`src/rtl/data_bus_arbiter_if.sv`:
```
// Bundle of CPU, loader and DataMemory signals around the data bus arbiter.
// The slave modport is the arbiter's view; master is the surrounding system.
interface data_bus_arbiter_if;
    logic        cpu_read_en;
    logic        cpu_write_en;
    logic [31:0] cpu_address;
    logic [31:0] cpu_write_value;
    logic [2:0]  cpu_data_size;
    logic [31:0] cpu_read_value;
    logic        cpu_stall;

    logic        ldr_req;
    logic        ldr_write_en;
    logic [31:0] ldr_address;
    logic [31:0] ldr_write_value;
    logic [2:0]  ldr_data_size;
    logic        ldr_done;
    logic [31:0] ldr_read_value;

    logic [31:0] mem_address;
    logic [31:0] mem_write_value;
    logic [2:0]  mem_data_size;
    logic        mem_read_en;
    logic        mem_write_en;
    logic [31:0] mem_read_value;

    modport slave (
        input  cpu_read_en, cpu_write_en, cpu_address, cpu_write_value, cpu_data_size,
        output cpu_read_value, cpu_stall,
        input  ldr_req, ldr_write_en, ldr_address, ldr_write_value, ldr_data_size,
        output ldr_done, ldr_read_value,
        output mem_address, mem_write_value, mem_data_size, mem_read_en, mem_write_en,
        input  mem_read_value
    );

    modport master (
        output cpu_read_en, cpu_write_en, cpu_address, cpu_write_value, cpu_data_size,
        input  cpu_read_value, cpu_stall,
        output ldr_req, ldr_write_en, ldr_address, ldr_write_value, ldr_data_size,
        input  ldr_done, ldr_read_value,
        input  mem_address, mem_write_value, mem_data_size, mem_read_en, mem_write_en,
        output mem_read_value
    );
endinterface

```
`src/rtl/data_bus_arbiter.sv`:
```
// Shares the single-port DataMemory between the CPU load/store path and a loader,
// issuing one strobe per access, stalling the CPU WAIT_CYCLES cycles, round-robin on ties.
module data_bus_arbiter #(
    parameter int WAIT_CYCLES = 1
) (
    input  logic             clk,
    input  logic             rst_n,
    data_bus_arbiter_if.slave bus
);

    localparam int W_EFF = (WAIT_CYCLES < 1) ? 1 : ((WAIT_CYCLES > 15) ? 15 : WAIT_CYCLES);
    localparam logic [3:0] W_M1 = 4'(W_EFF - 1);

    localparam logic [2:0] IDLE     = 3'd0;
    localparam logic [2:0] CPU_ACC  = 3'd1;
    localparam logic [2:0] CPU_DONE = 3'd2;
    localparam logic [2:0] LDR_ACC  = 3'd3;
    localparam logic [2:0] LDR_DONE = 3'd4;

    localparam logic OWN_CPU = 1'b0;
    localparam logic OWN_LDR = 1'b1;

    logic [2:0]  state_q, state_d;
    logic [3:0]  cnt_q, cnt_d;
    logic        last_owner_q, last_owner_d;
    logic [31:0] ldr_read_value_q, ldr_read_value_d;

    logic cpu_req;
    logic grant_cpu;
    logic grant_ldr;
    logic sel_cpu;
    logic sel_ldr;
    logic rd_strobe;
    logic wr_strobe;
    logic stall;
    logic done;

    assign cpu_req   = bus.cpu_read_en | bus.cpu_write_en;
    // On a tie the requester that did not own the bus last goes first.
    assign grant_cpu = cpu_req & (~bus.ldr_req | (last_owner_q == OWN_LDR));
    assign grant_ldr = bus.ldr_req & (~cpu_req | (last_owner_q == OWN_CPU));

    always_comb begin
        state_d          = state_q;
        cnt_d            = cnt_q;
        last_owner_d     = last_owner_q;
        ldr_read_value_d = ldr_read_value_q;
        sel_cpu          = 1'b0;
        sel_ldr          = 1'b0;
        rd_strobe        = 1'b0;
        wr_strobe        = 1'b0;
        stall            = 1'b0;
        done             = 1'b0;

        case (state_q)
            IDLE: begin
                stall = cpu_req;
                if (grant_cpu) begin
                    sel_cpu      = 1'b1;
                    wr_strobe    = bus.cpu_write_en;
                    rd_strobe    = bus.cpu_read_en & ~bus.cpu_write_en;
                    last_owner_d = OWN_CPU;
                    cnt_d        = W_M1;
                    state_d      = (W_M1 == 4'd0) ? CPU_DONE : CPU_ACC;
                end else if (grant_ldr) begin
                    sel_ldr      = 1'b1;
                    wr_strobe    = bus.ldr_write_en;
                    rd_strobe    = ~bus.ldr_write_en;
                    last_owner_d = OWN_LDR;
                    cnt_d        = W_M1;
                    state_d      = (W_M1 == 4'd0) ? LDR_DONE : LDR_ACC;
                end
            end
            CPU_ACC: begin
                stall   = 1'b1;
                sel_cpu = 1'b1;
                cnt_d   = cnt_q - 4'd1;
                if (cnt_q == 4'd1) begin
                    state_d = CPU_DONE;
                end
            end
            CPU_DONE: begin
                // Enables still high here belong to the finished access; PC moves on.
                state_d = IDLE;
            end
            LDR_ACC: begin
                stall   = cpu_req;
                sel_ldr = 1'b1;
                cnt_d   = cnt_q - 4'd1;
                if (cnt_q == 4'd1) begin
                    state_d = LDR_DONE;
                end
            end
            LDR_DONE: begin
                stall = cpu_req;
                done  = 1'b1;
                if (!bus.ldr_write_en) begin
                    ldr_read_value_d = bus.mem_read_value;
                end
                state_d = IDLE;
            end
            default: begin
                state_d = IDLE;
            end
        endcase
    end

    always_comb begin
        bus.mem_address     = 32'd0;
        bus.mem_write_value = 32'd0;
        bus.mem_data_size   = 3'd0;
        if (sel_cpu) begin
            bus.mem_address     = bus.cpu_address;
            bus.mem_write_value = bus.cpu_write_value;
            bus.mem_data_size   = bus.cpu_data_size;
        end else if (sel_ldr) begin
            bus.mem_address     = bus.ldr_address;
            bus.mem_write_value = bus.ldr_write_value;
            bus.mem_data_size   = bus.ldr_data_size;
        end
    end

    // Handshake outputs are squelched while reset is held so nothing leaks mid-abort.
    assign bus.mem_read_en    = rd_strobe & rst_n;
    assign bus.mem_write_en   = wr_strobe & rst_n;
    assign bus.cpu_stall      = stall & rst_n;
    assign bus.ldr_done       = done & rst_n;
    assign bus.cpu_read_value = bus.mem_read_value;
    assign bus.ldr_read_value = ldr_read_value_q;

    always_ff @(posedge clk) begin
        if (!rst_n) begin
            state_q          <= IDLE;
            cnt_q            <= 4'd0;
            last_owner_q     <= OWN_LDR;
            ldr_read_value_q <= 32'd0;
        end else begin
            state_q          <= state_d;
            cnt_q            <= cnt_d;
            last_owner_q     <= last_owner_d;
            ldr_read_value_q <= ldr_read_value_d;
        end
    end

endmodule

```
`src/flat_wrapper.sv`:
```
// flat-port wrapper written by rule: the top's interface ports become plain ports
module data_bus_arbiter_flat 
#(
    parameter int WAIT_CYCLES = 1
)
  (clk, rst_n, bus_cpu_read_en, bus_cpu_write_en, bus_cpu_address, bus_cpu_write_value, bus_cpu_data_size, bus_cpu_read_value, bus_cpu_stall, bus_ldr_req, bus_ldr_write_en, bus_ldr_address, bus_ldr_write_value, bus_ldr_data_size, bus_ldr_done, bus_ldr_read_value, bus_mem_address, bus_mem_write_value, bus_mem_data_size, bus_mem_read_en, bus_mem_write_en, bus_mem_read_value);
  data_bus_arbiter_if bus_i ();
  input  logic clk;
  input  logic rst_n;
  input wire logic [$bits(bus_i.cpu_read_en)-1:0] bus_cpu_read_en;
  input wire logic [$bits(bus_i.cpu_write_en)-1:0] bus_cpu_write_en;
  input wire logic [$bits(bus_i.cpu_address)-1:0] bus_cpu_address;
  input wire logic [$bits(bus_i.cpu_write_value)-1:0] bus_cpu_write_value;
  input wire logic [$bits(bus_i.cpu_data_size)-1:0] bus_cpu_data_size;
  output wire logic [$bits(bus_i.cpu_read_value)-1:0] bus_cpu_read_value;
  output wire logic [$bits(bus_i.cpu_stall)-1:0] bus_cpu_stall;
  input wire logic [$bits(bus_i.ldr_req)-1:0] bus_ldr_req;
  input wire logic [$bits(bus_i.ldr_write_en)-1:0] bus_ldr_write_en;
  input wire logic [$bits(bus_i.ldr_address)-1:0] bus_ldr_address;
  input wire logic [$bits(bus_i.ldr_write_value)-1:0] bus_ldr_write_value;
  input wire logic [$bits(bus_i.ldr_data_size)-1:0] bus_ldr_data_size;
  output wire logic [$bits(bus_i.ldr_done)-1:0] bus_ldr_done;
  output wire logic [$bits(bus_i.ldr_read_value)-1:0] bus_ldr_read_value;
  output wire logic [$bits(bus_i.mem_address)-1:0] bus_mem_address;
  output wire logic [$bits(bus_i.mem_write_value)-1:0] bus_mem_write_value;
  output wire logic [$bits(bus_i.mem_data_size)-1:0] bus_mem_data_size;
  output wire logic [$bits(bus_i.mem_read_en)-1:0] bus_mem_read_en;
  output wire logic [$bits(bus_i.mem_write_en)-1:0] bus_mem_write_en;
  input wire logic [$bits(bus_i.mem_read_value)-1:0] bus_mem_read_value;
  assign bus_i.cpu_read_en = bus_cpu_read_en;
  assign bus_i.cpu_write_en = bus_cpu_write_en;
  assign bus_i.cpu_address = bus_cpu_address;
  assign bus_i.cpu_write_value = bus_cpu_write_value;
  assign bus_i.cpu_data_size = bus_cpu_data_size;
  assign bus_cpu_read_value = bus_i.cpu_read_value;
  assign bus_cpu_stall = bus_i.cpu_stall;
  assign bus_i.ldr_req = bus_ldr_req;
  assign bus_i.ldr_write_en = bus_ldr_write_en;
  assign bus_i.ldr_address = bus_ldr_address;
  assign bus_i.ldr_write_value = bus_ldr_write_value;
  assign bus_i.ldr_data_size = bus_ldr_data_size;
  assign bus_ldr_done = bus_i.ldr_done;
  assign bus_ldr_read_value = bus_i.ldr_read_value;
  assign bus_mem_address = bus_i.mem_address;
  assign bus_mem_write_value = bus_i.mem_write_value;
  assign bus_mem_data_size = bus_i.mem_data_size;
  assign bus_mem_read_en = bus_i.mem_read_en;
  assign bus_mem_write_en = bus_i.mem_write_en;
  assign bus_i.mem_read_value = bus_mem_read_value;
  data_bus_arbiter #(.WAIT_CYCLES(WAIT_CYCLES)) u_core (.clk(clk), .rst_n(rst_n), .bus(bus_i));
endmodule
```
`config.mk`:
```
export PLATFORM = sky130hd
export DESIGN_NAME = data_bus_arbiter_flat
export DESIGN_NICKNAME = d
export VERILOG_FILES = /design/src/rtl/data_bus_arbiter_if.sv /design/src/rtl/data_bus_arbiter.sv /design/src/flat_wrapper.sv
export SDC_FILE = /design/constraint.sdc
export NUM_CORES = 1
export LEC_CHECK = 0
export CORE_AREA = 4 4 118 120
export DETAILED_ROUTE_END_ITERATION = 8
export DIE_AREA = 0 0 122 124
export GPL_ROUTABILITY_DRIVEN = 1
export GPL_TIMING_DRIVEN = 0
export HOLD_SLACK_MARGIN = 0.12
export PLACE_DENSITY_LB_ADDON = 0.12
export SYNTH_ARGS = -nofsm -noshare
export SYNTH_HDL_FRONTEND = slang
export SYNTH_SLANG_ARGS = --single-unit
```
`constraint.sdc`:
```
create_clock -name clk -period 1.39 [get_ports clk]
set_input_delay 0.2085 -clock clk [delete_from_list [all_inputs] [get_ports clk]]
set_output_delay 0.2085 -clock clk [all_outputs]
set_load 0.02 [all_outputs]
```
==> flow_summary.ini <==
[drt]
wirelength_um = 12700
vias_per_cell = 4.16
ant_nets = 0
wire_per_inst_um = 16.2
drt_pass1_iterations = 4
vias = 3272
drt_iter0_drc = 108
drc = 0

[placed_design]
dpl.hpwl_um = 10700
globalplace.congestion = 0.693
numPortBuffers = 306

[setup_path]
cp_data_required_time_ns = 1.18
end_kind = primary output
crit_type = reg -> out
start_kind = flip-flop
crit_arrival_ns = 1.68
path_max_fanout = 10

[yosys]
synth_top_cells_by_count = a22o_1 (67), nand2_1 (65), dfxtp_1 (35)
async_flop_share = 0
yosys_warnings = 0
syn_avg_cell_area_um2 = 8.30
synth_cell_types = 24
synth_area_um2 = 2310
synth_edf_count = 0
post-synth-top-count-cell = a22o_1
syn_inst = 278
ys_seq_area_frac = 0.304
synth_top_cell_area_share = 0.304
syn_nets = 450
synth-seq-cells = 35
synth_area_leaders = dfxtp_1 (30%), a22o_1 (25%), nand2_1 (11%), a21boi_1 (10%), buf_4 (10%)
yosys.area.top_type = dfxtp_1
ys.flop_type = dfxtp_1

[floorplanning]
dieWidth_um = 122
core_um2 = 13000
die-height_um = 124
io_pins = 307
dieArea_um2 = 15100
start_util = 0.178
rows = 42

[sta]
fin_crit_sh = 1.36
rsz0062_at_grt = yes
hold_violations = 0
slew_violations = 0
tns_ns = -30.36
tightest_slew_ns = 0.366
skew_ns = 0.00284
setup_slack_ns = -0.495
clock.fmax_mhz = 530
setup_viol = 70
final.min_clock_period_ns = 1.89
slew-limit-headroom = 0.756

[cts]
htree_num_levels = 2
cts_buffers = 5
clk_pin_slew_ns = 0.05
cts_root_buf = clkbuf_16
hold_buffers = 0
clockBufferDepth = 2
clkSinkCount = 35
cts_tree = done
clock_latency_ns = 0.27

[power]
vdd_drop_max_mv = 0.390
leakagePower_nw = 2.82
cellPowerDensity_nw_per_um2 = 784
power_mw = 4.86

[outcome]
status = finished with violations
violations = setup timing

[cells_and_area]
fin_nets = 780
drive_gt1_frac = 0.284
area.growth.synth_to_final_pct = 168
fillerInstances = 1288

[min_path]
min_path_type = reg -> reg

[grt]
grt_pass1_vias = 3380
grt_max_degree = 12
grt_usage = 0.150
grt_pass1_wl_um = 18000
grt_overflow = 0
antenna_found_initial = 1

[run]
maxCapViolations = 0
-- power breakdown --
part | internal [mW] | total [mW] | leakage, nW | switching (mW)
Clock | 0.660 | 1.07 | 0.0669 | 0.409
Sequential | 1.03 | 1.05 | 0.284 | 0.0156
Combinational | 1.59 | 2.74 | 2.47 | 1.15
Total | 3.28 | 4.86 | 2.82 | 1.57
-- routing by layer --
metal	GRT usage	vias up	wire [um]
li1	-	1632	-
met1	0.170	1487	4590
met2	0.278	147	6940
met3	0.0509	6	1120
met4	0.0231	0	67
met5	0	-	0
-- metrics by stage --
| stage | std cells | utilization | hold slack (ns) | setup WS, ns | cell area, um^2 |
|---|---|---|---|---|---|
| finish | 786 | 0.477 | 0.447 | -0.495 | 6190 |
| global route | 786 | 0.477 | 0.467 | -0.539 | 6190 |
| CTS | 781 | 0.455 | 0.450 | -0.498 | 5910 |
| detailed placement | 760 | 0.440 | 0.445 | -1.14 | 5710 |
| global placement | 760 | 0.440 | 0.440 | -1.14 | 5710 |
| floorplan | 278 | - | 0.343 | -0.0405 | 2420 |
-- what timing repair did --
action,CTS,global route
gates cloned,3,2
endpoints found under the hold margin,0,0
gates resized for setup,441,105
setup endpoints to repair,167,102
pin swaps,10,13
buffers inserted,10,5
-- cell usage in the layout, fill, tap and decap left out, drive strengths merged, types with 2 or more instances in the layout --
master         count
o21ai              2
clkdlybuf4s50    166
a21boi            32
nor2               2
nor3b              3
a22o              67
clkdlybuf4s15      2
dfxtp             35
a21oi              2
clkbuf            13
and3b              2
dlygate4sd2       67
nand2             65
buf              140
-- final cells by class --
cell class                      count  area (um^2)  area share
Timing Repair Buffer              325         3250       0.525
Multi-Input combinational cell    183         1340       0.216
Sequential cell                    35          707       0.114
Buffer                             57          532      0.0858
Tap cell                          176          220      0.0355
Clock buffer                        6          129      0.0208
Clock inverter                      2         12.5     0.00202
Inverter                            1         3.75    0.000606
Antenna cell                        1         2.50    0.000404
-- worst paths after layout --
check	end	cells after the start	start	slack (ns)
setup / recovery	bus_mem_address[22]	7	u_core.last_owner_q	-0.50
hold / removal	u_core.bus.ldr_read_value[16]	2	u_core.bus.ldr_read_value[16]	0.45
setup reg to reg	u_core.last_owner_q	8	u_core.last_owner_q	-0.03
hold reg to reg	u_core.bus.ldr_read_value[16]	2	u_core.bus.ldr_read_value[16]	0.45
-- registers in the layout, summed over array words and instances, names as in the netlist --
register and flops:
u_core.last_owner_q 1, u_core.state_q 2, u_core.bus.ldr_read_value 32
-- critical path: stages, from the launching register on --
cell and delay [ns]:
dfxtp_2 0.33, nand2b_4 0.13, and3b_1 0.19, buf_6 0.14, buf_12 0.12, buf_8 0.13
a22o_1 0.23, buf_6 0.14
-- kinds of logic after synthesis --
family / after synthesis / share of synthesized area
buffers and inverters: 60 / 0.173
flip-flops: 35 / 0.304
AND/OR/NAND/NOR: 78 / 0.149
AO/OA/AOI/OAI: 105 / 0.375
Power figures use the tool's default switching activity.
